[src/rtl/data_memory_arbiter.sv]
// data_memory_arbiter: shares one single-port data memory between requester A
// (CPU data side) and requester B (loader/debug side). At most one access is
// issued per cycle; the winner's access completes in its grant cycle and a
// registered completion (rvalid + rdata) follows one cycle later.
//
// Build option:
//   DATA_ARB_ROUND_ROBIN_EN  - defined: simultaneous requests alternate,
//                              starting with B after reset.
//                              undefined: fixed priority, A always wins a tie.
// Address width defaults to `DATA_BITS-2 (word addressing of a byte space).

`ifndef DATA_BITS
`define DATA_BITS 12
`endif

module data_memory_arbiter #(
  parameter int ADDR_W = `DATA_BITS - 2
) (
  input  logic              clock,
  input  logic              reset,

  input  logic              a_req,
  input  logic [ADDR_W-1:0] a_addr,
  input  logic              a_wren,
  input  logic [3:0]        a_byteena,
  input  logic [31:0]       a_wdata,
  output logic              a_gnt,
  output logic              a_rvalid,
  output logic [31:0]       a_rdata,

  input  logic              b_req,
  input  logic [ADDR_W-1:0] b_addr,
  input  logic              b_wren,
  input  logic [3:0]        b_byteena,
  input  logic [31:0]       b_wdata,
  output logic              b_gnt,
  output logic              b_rvalid,
  output logic [31:0]       b_rdata,

  output logic [ADDR_W-1:0] mem_address,
  output logic [3:0]        mem_byteena,
  output logic [31:0]       mem_data,
  output logic              mem_wren,
  input  logic [31:0]       mem_q
);

`ifdef DATA_ARB_ROUND_ROBIN_EN
  localparam bit ROUND_ROBIN = 1'b1;
`else
  localparam bit ROUND_ROBIN = 1'b0;
`endif

  // 1 = B won the most recent arbitration; only changes on a grant.
  logic last_b;
  logic grant_a;
  logic grant_b;
  logic tie_pick_b;

  // On a tie, round-robin hands the slot to whoever did not win last time;
  // fixed priority always leaves a tie with A.
  assign tie_pick_b = ROUND_ROBIN && !last_b;

  // Pick at most one requester; reset suppresses every grant immediately.
  always_comb begin
    grant_a = 1'b0;
    grant_b = 1'b0;
    if (!reset) begin
      if (a_req && b_req) begin
        grant_a = !tie_pick_b;
        grant_b = tie_pick_b;
      end else begin
        grant_a = a_req;
        grant_b = b_req;
      end
    end
  end

  assign a_gnt = grant_a;
  assign b_gnt = grant_b;

  // Steer the winner onto the memory port; an idle port drives all zeros.
  always_comb begin
    mem_address = '0;
    mem_byteena = '0;
    mem_data    = '0;
    mem_wren    = 1'b0;
    if (grant_a) begin
      mem_address = a_addr;
      mem_byteena = a_byteena;
      mem_data    = a_wdata;
      mem_wren    = a_wren;
    end else if (grant_b) begin
      mem_address = b_addr;
      mem_byteena = b_byteena;
      mem_data    = b_wdata;
      mem_wren    = b_wren;
    end
  end

  // Completion for side A: strobe for one cycle, capture the word read during the grant.
  always_ff @(posedge clock or posedge reset) begin
    if (reset) begin
      a_rvalid <= 1'b0;
      a_rdata  <= '0;
    end else begin
      a_rvalid <= grant_a;
      if (grant_a) begin
        a_rdata <= mem_q;
      end
    end
  end

  // Completion for side B: same behaviour as side A.
  always_ff @(posedge clock or posedge reset) begin
    if (reset) begin
      b_rvalid <= 1'b0;
      b_rdata  <= '0;
    end else begin
      b_rvalid <= grant_b;
      if (grant_b) begin
        b_rdata <= mem_q;
      end
    end
  end

  // Remember which side won the latest arbitration; idle cycles leave it alone.
  always_ff @(posedge clock or posedge reset) begin
    if (reset) begin
      last_b <= 1'b0;
    end else if (grant_a || grant_b) begin
      last_b <= grant_b;
    end
  end

endmodule

[config.mk]
export PLATFORM = sky130hd
export DESIGN_NAME = data_memory_arbiter
export DESIGN_NICKNAME = d
export VERILOG_FILES = /design/src/rtl/data_memory_arbiter.sv
export SDC_FILE = /design/constraint.sdc
export NUM_CORES = 1
export LEC_CHECK = 0
export ABC_CLOCK_PERIOD_IN_PS = 2700
export CORE_MARGIN = 8
export CORE_UTILIZATION = 31
export DETAILED_ROUTE_END_ITERATION = 16
export HOLD_SLACK_MARGIN = 0.1
export PLACE_DENSITY = 0.77
export SETUP_SLACK_MARGIN = 0.4
export SYNTH_ARGS = -nofsm -noshare
export SYNTH_HDL_FRONTEND = slang
export SYNTH_SLANG_ARGS = --single-unit
[constraint.sdc]
create_clock -name clock -period 2.7 [get_ports clock]
set_clock_uncertainty 0.05 [all_clocks]
set_input_delay 0.54 -clock clock [delete_from_list [all_inputs] [get_ports clock]]
set_output_delay 0.54 -clock clock [all_outputs]
set_load 0.1 [all_outputs]
### After elaboration in Yosys (flattened, before gate mapping)

Index checks and enable logic that the tools add are counted.

| operators by class | value |
|---|---|
| add/sub/neg operators | 0 |
| $mul | 0 |
| divide/modulo/power cells | 0 |
| order comparisons | 0 |
| equality and inequality tests | 0 |
| shifts and indexed selects | 0 |
| multiplexer cells | 12 |
| bitwise logic cells | 0 |
| reductions and logical operators | 1 |

Operators with widths:

| cell | count |
|---|---|
| 2-to-1 mux 32 bit | 2 |
| 2-to-1 mux 10 bit | 2 |
| 2-to-1 mux 4 bit | 2 |
| 2-to-1 mux 1 bit | 6 |
| logical AND 1 bit | 1 |

| storage, ports and cells | value |
|---|---|
| flip-flop bits (word level) | 66 |
| latch bits | 0 |
| memory bits (writable) | 0 |
| bits in read-only memories | 0 |
| bits of input ports | 130 |
| output and inout port bits | 115 |
| logic and storage cells | 17 |
| memories | 0 |

### Logic depth before layout (Yosys ltp)

Gate-level depths: netlist (run 1).

| logic depth | value |
|---|---|
| depth after elaboration | 5 |
| gate-level depth with buffers | 4 |
| mapped depth without buffers | 2 |

### Worst setup path before layout (run 1)

OpenSTA, ideal clock, no wires.

| path | value |
|---|---|
| path type | input to output |
| start point | in b_req |
| end point | out mem_data[10] |
| arrival | 2575 ps |
| data required time | 2110 ps |
| path slack | -465 ps |
| stages | 4 |
| path buffers | 2 |
| cell sequence | buf_2 > buf_1 > nand3b_1 > a21oi_1 |

| between the ends | value |
|---|---|
| word-level cells in the longest chain between the ends | 5 |

RTL lines:

| what | line | RTL |
|---|---|---|
| from (decl) | 31 | `input logic b_req,` |
| logical AND 1 bit | 68 | `if (a_req && b_req) begin` |
| 2-to-1 mux 1 bit | 68 |  |
| 2-to-1 mux 1 bit | 67 | `if (!reset) begin` |
| 2-to-1 mux 32 bit | 92 | `end else if (grant_b) begin` |
| 2-to-1 mux 32 bit (*) | 87 | `if (grant_a) begin` |
| to (decl) | 42 | `output logic [31:0] mem_data,` |

Every way passes the cells marked *; elsewhere a longest branch is shown, timed or not.

### Final worst setup path (run 1)

| path | value |
|---|---|
| start point | in a_req |
| end point | out mem_data[10] |

| between the ends | value |
|---|---|
| word-level cells in the longest chain between the ends | 5 |

RTL lines:

| what | line | RTL |
|---|---|---|
| from (decl) | 22 | `input logic a_req,` |
| logical AND 1 bit | 68 |  |
| 2-to-1 mux 1 bit | 68 |  |
| 2-to-1 mux 1 bit | 67 |  |
| 2-to-1 mux 32 bit | 92 |  |
| 2-to-1 mux 32 bit (*) | 87 |  |

Marks and branches as above.

==> qor.yml, run 1 <==
route:
  drtIter0Drc: 153
  vias: 3303
  via_per_inst: 4.80
  dr.pass1.iters: 4
  wl_um: 13200
  wl_per_cell_um: 19.2
  ant_nets: 0
  drcViolationCount: 0
timing:
  tightest_slew_ns: 0.501
  tns_ns: 0
  relSlewSlack_pct: 66.6
  period_needed_ns: 2.19
  whs_ns: 0.451
  finalHoldViolCount: 0
  slew_viol_final: 0
  setup_viol: 0
  fmax_ghz: 0.458
  finalCritPeriodShare_pct: 80.9
  rsz0062_at_grt: "false"
setup_path:
  end_kind: "output port"
  crit_path_top_delay_cell: "nand3b_1"
  crit_top_cell: "buf_12"
  worstPathCellList: "buf_2 -> buf_12 -> nand3b_1 -> a21oi_2 -> buf_12"
  reg2reg_to: "b_rdata[16]"
  crit_fanout: 54
  crit_type: "input port to output port"
  ff2ff_path_depth: 1
  cp-start-kind: "input port"
  cp.arrival_ns: 1.60
  rr_startpoint: "b_rdata[16]"
  crit_family: "buffers and inverters"
  reg2reg_slack_ns: 1.87
  cp_data_required_time_ns: 2.11
  crit_path_max_incr_delay_ns: 0.23
  crit_buf_inv: 3
yosys:
  synth-seq-area-share_pct: 49.7
  syn-num-nets: 431
  synth.distinct_cells: 14
  syn_area_per_cell_um2: 11.0
  yosysWarnings: 0
  synth_cells: 301
  synthesis.area_um2: 3320
  synth_seq_cells: 66
power:
  p_total_w: 0.00484
  power_density_nw_per_um2: 702
  leakagePower_nw: 2.77
  ir_drop_uv: 584
die:
  core_area_um2: 10700
  floorplan.initialDensity_pct: 31.2
  ioPinCount: 245
  dieHeight_um: 120
  die_x_um: 120
  rows: 38
  dieArea_um2: 14300
final_layout:
  utilization_pct: 64.7
  diodes: 0
  area_growth_pct: 107
  layout_common_cells: "clkdlybuf4s50_1 (126), buf_4 (75), dfrtp_1 (66)"
  fin_nets: 673
  layout_commonest_cell: "clkdlybuf4s50_1"
  drive_above_1_share_pct: 47.6
place:
  port_buffers: 244
  place_congestion: 0.827
  detailed_place_hpwl_um: 10800
grt:
  grt_max_degree: 67
  grt_usage_pct: 18.5
  grt_pass1_vias: 3616
  grt-ovfl-total: 0
  antenna_found_initial: 0
  grt_pass1_wl_um: 20900
clock_network:
  cts_buffer_depth: 2
  root_buffer: "clkbuf_8"
  cts_tree: "yes"
  cts_sinks: 66
  path_clk_slew_ns: 0.07
  cts_made_buffers: 9
  ctsHoldBuffers: 0
  clock_latency_ns: 0.34
  h-tree-depth: 3
hold_path:
  min_from: "b_rdata[11]"
  hold_path.class: "flop to flop"
  hold_depth: 1
  min_to: "b_rdata[11]"
outcome:
  status: "complete, no violations"
run:
  cap_violations: 0
stage by stage:
step	instances	instance area [um2]	worst slack, ns
final	688	6890	0.515
after global routing	688	6890	0.446
after CTS	688	6900	0.423
after detailed placement	671	6630	0.182
after global placement	671	6630	0.228
after floorplan	301	3690	0.140
layout make-up:
type,instances,area [um2]
flip-flops and latches,66,1650
inverters,1,7.51
fillers,815,3760
repair buffers,258,2940
clock buffers,9,124
clock inverters,7,118
well taps,140,175
multi-input cells,207,1870
state kept, by name, indices dropped and copies added (netlist names):
register,flops
b_rdata,32
a_rvalid,1
b_rvalid,1
a_rdata,32
per-layer routing:
layer / vias up / GRT usage, % / part of all wire (%)
met2: 167 / 31.7 / 50
met1: 1585 / 18.5 / 35
met3: 14 / 10.9 / 13
met4: 0 / 5.70 / 1.6
li1: 1537 / - / -
met5: - / 0 / 0
worst max-delay path by stage:
stage / from / to / slack [ns] / depth (start not counted)
2_1_floorplan: reset / mem_data[15] / 0.14 / 3
3_3_place_gp: b_req / b_rdata[2] / 0.23 / 5
3_5_place_dp: b_req / b_rdata[23] / 0.18 / 5
4_1_cts: b_req / mem_data[10] / 0.42 / 5
5_1_grt: a_req / mem_address[2] / 0.45 / 5
6_report: a_req / mem_data[10] / 0.51 / 5
synth_stat cells, drive strengths merged:
| library cell | count | area [um2] |
|---|---|---|
| dfrtp | 66 | 1650 |
| mux2 | 64 | 721 |
| a21oi | 47 | 235 |
| nand2 | 47 | 176 |
| nand3b | 47 | 353 |
| buf | 18 | 125 |
| clkbuf | 9 | 33.8 |
| inv | 1 | 3.75 |
| nor2b | 1 | 6.26 |
| nor3b | 1 | 18.8 |
timing repair:
action	CTS	global route
gates cloned	1	0
gates resized for setup	3	1
pin swaps	0	0
setup buffers	0	0
endpoints found under the setup margin	48	5
cell families (layout without fill, tap and decap cells):
logic type | after synthesis | after routing | share of synthesized area, %
AO/OA/AOI/OAI | 47 | 47 | 7.08
buffers and inverters | 28 | 275 | 4.89
flip-flops | 66 | 66 | 49.7
multiplexers | 64 | 64 | 21.7
AND/OR/NAND/NOR | 96 | 96 | 16.7
report_power, final:
group | total, W | internal (W) | switching [W]
Combinational | 0.00261 | 0.000731 | 0.00188
Clock | 0.000980 | 0.000612 | 0.000368
Sequential | 0.00124 | 0.00115 | 0.0000915
Note: power is estimated with default switching activity, not from simulation.
==> run 2: changes to the inputs <==
--- a/config.mk
+++ b/config.mk
@@ -5,7 +5,7 @@
 export SDC_FILE = /design/constraint.sdc
 export NUM_CORES = 1
 export LEC_CHECK = 0
-export ABC_CLOCK_PERIOD_IN_PS = 2700
+export ABC_CLOCK_PERIOD_IN_PS = 1830
 export CORE_MARGIN = 8
 export CORE_UTILIZATION = 31
 export DETAILED_ROUTE_END_ITERATION = 16
==> constraint.sdc (replaced) <==
create_clock -name clock -period 1.83 [get_ports clock]
set_clock_uncertainty 0.05 [all_clocks]
set_input_delay 0.366 -clock clock [delete_from_list [all_inputs] [get_ports clock]]
set_output_delay 0.366 -clock clock [all_outputs]
set_load 0.1 [all_outputs]
==> run 2 against run 1 <==
Against the previous run: largest cell class unchanged; flip-flop and latch count did not move; routed wire length rose by 26%; hold slack got worse by 0.054 ns; final cell count rose by 5.1%; clock power rose by 10%; clock-buffer cell count rose by 1; global-route usage rose by 4.2 points; worst setup slack got worse by 0.35 ns; power rose by 61%; die area did not move; largest power group unchanged; core utilization rose by 15 points; combinational power rose by 81%.
==> qor.yml, run 2 (synthesized netlist as in run 1, its figures left out) <==
run:
  cap_violations: 0  # unchanged
clock_network:
  clock_latency_ns: 0.34  # about the same
  ctsHoldBuffers: 0  # unchanged
  cts_tree: "yes"
  cts_made_buffers: 9  # unchanged
  h-tree-depth: 3  # unchanged
  cts_buffer_depth: 2  # unchanged
  root_buffer: "clkbuf_8"
  cts_sinks: 66  # unchanged
  path_clk_slew_ns: 0.07  # about the same
setup_path:
  crit_family: "buffers and inverters"
  cp_data_required_time_ns: 1.41  # -0.70 ns
  crit_buf_inv: 3  # unchanged
  crit_path_max_incr_delay_ns: 0.21  # -0.02 ns
  cp.arrival_ns: 1.25  # -0.35 ns
  ff2ff_path_depth: 2  # +1
  crit_cells: 5  # unchanged
  crit_fanout: 8  # -85%
  worstPathCellList: "buf_16 -> buf_8 -> nand3b_1 -> a21oi_4 -> buf_12"
  end_kind: "output port"
  crit_path_top_delay_cell: "nand3b_1"
  crit_type: "input port to output port"
  cp-start-kind: "input port"
grt:
  antenna_found_initial: 0  # unchanged
  grt_usage_pct: 22.7  # +4.2 points
  grt_pass1_vias: 4210  # +16%
  grt_pass1_wl_um: 25100  # +20%
  grt-ovfl-total: 0  # unchanged
  grt_max_degree: 67  # unchanged
final_layout:
  layout_common_cells: "buf_12 (123), dlygate4sd2_1 (93), dfrtp_1 (66)"
  multi_input_area_um2: 2200  # +17%
  reg_top3: "a_rdata x32, b_rdata x32"
  area_growth_pct: 155
  drive_above_1_share_pct: 58.8  # +11 points
  layout_commonest_cell: "buf_12"
  nFillCells: 579  # -29%
  diodes: 0  # unchanged
  final_area_um2: 8480  # +23%
  fin_nets: 708  # +5.2%
  seq_area_um2: 1650  # unchanged
die:
  core_area_um2: 10700  # unchanged
  ioPinCount: 245  # unchanged
  dieArea_um2: 14300  # unchanged
  rows: 38  # unchanged
  die_x_um: 120  # unchanged
  dieHeight_um: 120  # unchanged
  floorplan.initialDensity_pct: 31.2  # unchanged
hold_path:
  hold_path.class: "input port to async pin"
route:
  wl_um: 16700  # +26%
  dr.pass1.iters: 4  # unchanged
  vias: 3623  # +9.7%
  drtIter0Drc: 172  # +12%
  via_per_inst: 5.01  # +4.4%
  wl_per_cell_um: 23.0  # +20%
  drcViolationCount: 0  # unchanged
  ant_nets: 0  # unchanged
place:
  port_buffers: 244  # unchanged
  detailed_place_hpwl_um: 12100  # +12%
  place_area_um2: 7770  # +17%
  place_congestion: 0.811  # -1.9%
timing:
  relSlewSlack_pct: 77.7  # +11 points
  rsz0062_at_grt: "true"
  fmax_ghz: 0.602
  setup_viol: 0  # unchanged
  finalHoldViolCount: 0  # unchanged
  period_needed_ns: 1.66
  slew_viol_final: 0  # unchanged
  finalCritPeriodShare_pct: 90.8
  tightest_slew_ns: 0.335  # -0.166 ns
power:
  ir_drop_uv: 1170  # +100%
  p_total_w: 0.00779  # +61%
  power_density_nw_per_um2: 919  # +31%
  leakagePower_nw: 3.54  # +28%
outcome:
  status: "complete, no violations"
run 2: cell types whose count changed in the layout (fill, tap and decap cells not counted), sizes merged:
cell	before	now
buf	131	165
bufinv	3	0
clkbuf	10	12
clkdlybuf4s50	126	32
clkinv	4	5
clkinvlp	1	2
dlygate4sd2	0	93
dlymetal6s2s	0	1
run 2: path summary, 6_finish.rpt:
check                             from           end  slack, ns
max                              a_req  mem_data[18]       0.17
min reg2reg                b_rdata[11]   b_rdata[11]       0.52
max reg2reg                a_rdata[29]   a_rdata[29]       0.81
max in group asynchronous        reset   b_rdata[10]       1.07
min                              reset    a_rdata[5]       0.40
min in group clock         b_rdata[11]   b_rdata[11]       0.52
run 2: routing by layer:
metal	part of all wire, %	vias up	GRT usage (%)	wire [um]
li1	-	1614	-	-
met1	35	1773	22.6	5790
met2	50	202	39.7	8400
met3	12	34	11.8	2030
met4	2.6	0	7.88	435
met5	0	-	0	0
run 2: repair_timing:
item                                    4_1_cts  5_1_grt
endpoints found under the setup margin       81       92
pin swaps                                    88       47
setup buffers                                13        4
gates cloned                                  9        2
gates resized for setup                     168       10
run 2: power breakdown:
part,total [W],internal [W],switching [W]
clock network,0.00108,0.000516,0.000568
logic,0.00473,0.00180,0.00293
registers,0.00198,0.00170,0.000279
run 2: worst register-to-register path: cells and delay by family (launching register included):
family	cells	cell delay, ns
mux	1	0.26
flops	1	0.43
buf+inv	1	0.16
run 2: area by class of cell:
type | instances | share of cell area [%]
clock buffers | 10 | 1.62
clock inverters | 6 | 0.384
inverters | 1 | 0.0885
multi-input cells | 207 | 25.9
flip-flops and latches | 66 | 19.5
well taps | 140 | 2.07
repair buffers | 293 | 50.4
run 2: metrics by stage:
| step | setup TNS (ns) | hold slack [ns] | instances | util [%] | worst slack, ns |
|---|---|---|---|---|---|
| after global placement | -15.22 | 0.492 | 679 | 73.0 | -0.241 |
| after detailed placement | -17.33 | 0.496 | 679 | 73.0 | -0.310 |
| after CTS | 0 | 0.389 | 717 | 78.6 | 0.168 |
| after global routing | 0 | 0.421 | 723 | 79.6 | 0.150 |
| final | 0 | 0.397 | 723 | 79.6 | 0.169 |
| after floorplan | 0 | 0.451 | 301 | - | 0.0375 |
==> run 3: changes to the inputs <==
--- a/config.mk
+++ b/config.mk
@@ -6,6 +6,7 @@
 export NUM_CORES = 1
 export LEC_CHECK = 0
 export ABC_CLOCK_PERIOD_IN_PS = 1830
+export CAP_MARGIN = 20
 export CORE_MARGIN = 8
 export CORE_UTILIZATION = 31
 export DETAILED_ROUTE_END_ITERATION = 16
==> results of run 3 <==
The final DEF is identical to that of run 2; final timing and power are the same.
==> RTL change (flow settings as in run 3) <==
`ROUND_ROBIN`: 1'b0 -> 1'b1.
--- a/src/rtl/data_memory_arbiter.sv
+++ b/src/rtl/data_memory_arbiter.sv
@@ -49,3 +49,3 @@
 `else
-  localparam bit ROUND_ROBIN = 1'b0;
+  localparam bit ROUND_ROBIN = 1'b1;
 `endif
Behaviour: not the same (Yosys sat finds a counterexample within 4 cycles, from zero or initial values and one cycle with reset high).
==> RTL change against run 3 <==
  * The flow now finishes with violations (negative setup slack)
  * Synthesized cell count down 14%
  * Routed wire length up 3.7%
  * Total power increased by 27%
  * Combinational power rose by 36%
  * Non-clock buffer count shrank 4
  * Sequential cell count up 1
  * Cell area is 1.8% higher
  * Largest cell class unchanged
  * Critical path type is now register to output port
  * Die area hardly changed
  * Utilization increased by 1.4 points
  * Area after synthesis about the same
  * Final cell count fell by 6.2%
  * Worst setup slack worse by 0.59 ns
  * Critical path depth stayed put
==> RTL change: results <==
group,metric,value,unit
run_status,status,"finished, violations left",
global_routing,met3_usage,5.97,%
clock_tree,path_clk_slew,0.09,ns
detailed_routing,dr_wl_met3,1.05,mm
synth,syn_inst,260,
synth,yosys-top-cells-area,"dfrtp_1 50%, mux2_4 13%, a32oi_1 12%, mux2_1 6.4%, mux2_2 5.4%",
setup_path,startpoint_type,"register",
setup_path,worst_r2r_endpoint,"b_rdata[17]",
global_routing,grt_first_pass_wirelength,24.7,mm
placed_design,place_area,7800,um^2
global_routing,grt_max_degree,43,
pwr,p_leak,3.50,nW
synth,synth_compound_area_share,13.1,%
final_layout,nFillCells,545,
timing,timing.final.ws_setup,-0.420,ns
setup_path,cp-endpoint,"mem_data[0]",
detailed_routing,vias_per_cell,5.07,
placed_design,place_hpwl,12.1,mm
synth,yosysSeqAreaShare,50.4,%
synth,synthMuxAreaShare,24.9,%
setup_path,rr_worst_depth,9,
detailed_routing,wl_met1,6.23,mm
setup_path,cp_slowest_stage_delay,0.46,ns
placed_design,place_ws,-0.403,ns
final_layout,final_nets,663,
global_routing,grt_use_total,22.4,%
global_routing,met2_usage,41.3,%
timing,setup_viol,90,
pwr,p_clk,1.29,mW
detailed_routing,routedWlPerCell,25.5,um
setup_path,r2r_start,"last_b",
setup_path,critPathMaxFanout,21,
global_routing,met1_usage,24.5,%
setup_path,critPathTopFamily,"flip-flops",
final_layout,drive_gt1_share,58.9,%
run_status,violations,"negative setup slack",
pwr,p_switching,4.91,mW
synth,ys_types,18,
[RTL change: cell count changes after synthesis, moves of 3 or more]
cell and delta:
nand2_1 -47, a21oi_1 -46, mux2_4 +29, mux2_2 -47, buf_6 -4, nor2_1 +47
buf_8 +3, mux2_1 +18, nand3b_1 -47, a32oi_1 +47, buf_2 +4
[RTL change: how the worst min path moves through the flow]
stage / from / endpoint / slack (ns) / cells after the start
2_1_floorplan: reset / a_rdata[0] / 0.13 / 1
3_3_place_gp: reset / a_rdata[29] / 0.49 / 3
3_5_place_dp: reset / b_rdata[28] / 0.50 / 3
4_1_cts: reset / a_rdata[25] / 0.12 / 3
5_1_grt: reset / a_rdata[16] / 0.14 / 3
6_report: reset / a_rdata[25] / 0.12 / 3
[RTL change: repair_timing]
| item | 4_1_cts | 5_1_grt |
|---|---|---|
| buffers inserted | 7 | 5 |
| setup endpoints to repair | 114 | 115 |
| resized for setup | 36 | 24 |
| pin swaps | 16 | 19 |
| cloned | 5 | 2 |
[RTL change: metrics by stage]
| stage | setup TNS, ns | power [mW] |
|---|---|---|
| after detailed placement | -35.27 | 8.33 |
| after global placement | -33.81 | 8.23 |
| after global routing | -25.08 | 10.2 |
| after floorplan | -3.24 | 5.82 |
| final | -20.90 | 9.89 |
| after CTS | -14.59 | 9.81 |
[RTL change: area by class of cell]
| cell class | instances | area (um^2) | share of cell area (%) |
|---|---|---|---|
| Sequential cell | 67 | 1680 | 19.4 |
| Inverter | 2 | 28.8 | 0.333 |
| Clock buffer | 10 | 128 | 1.48 |
| Multi-Input combinational cell | 164 | 2220 | 25.8 |
| Timing Repair Buffer | 289 | 4330 | 50.1 |
| Tap cell | 140 | 175 | 2.03 |
| Clock inverter | 6 | 73.8 | 0.855 |
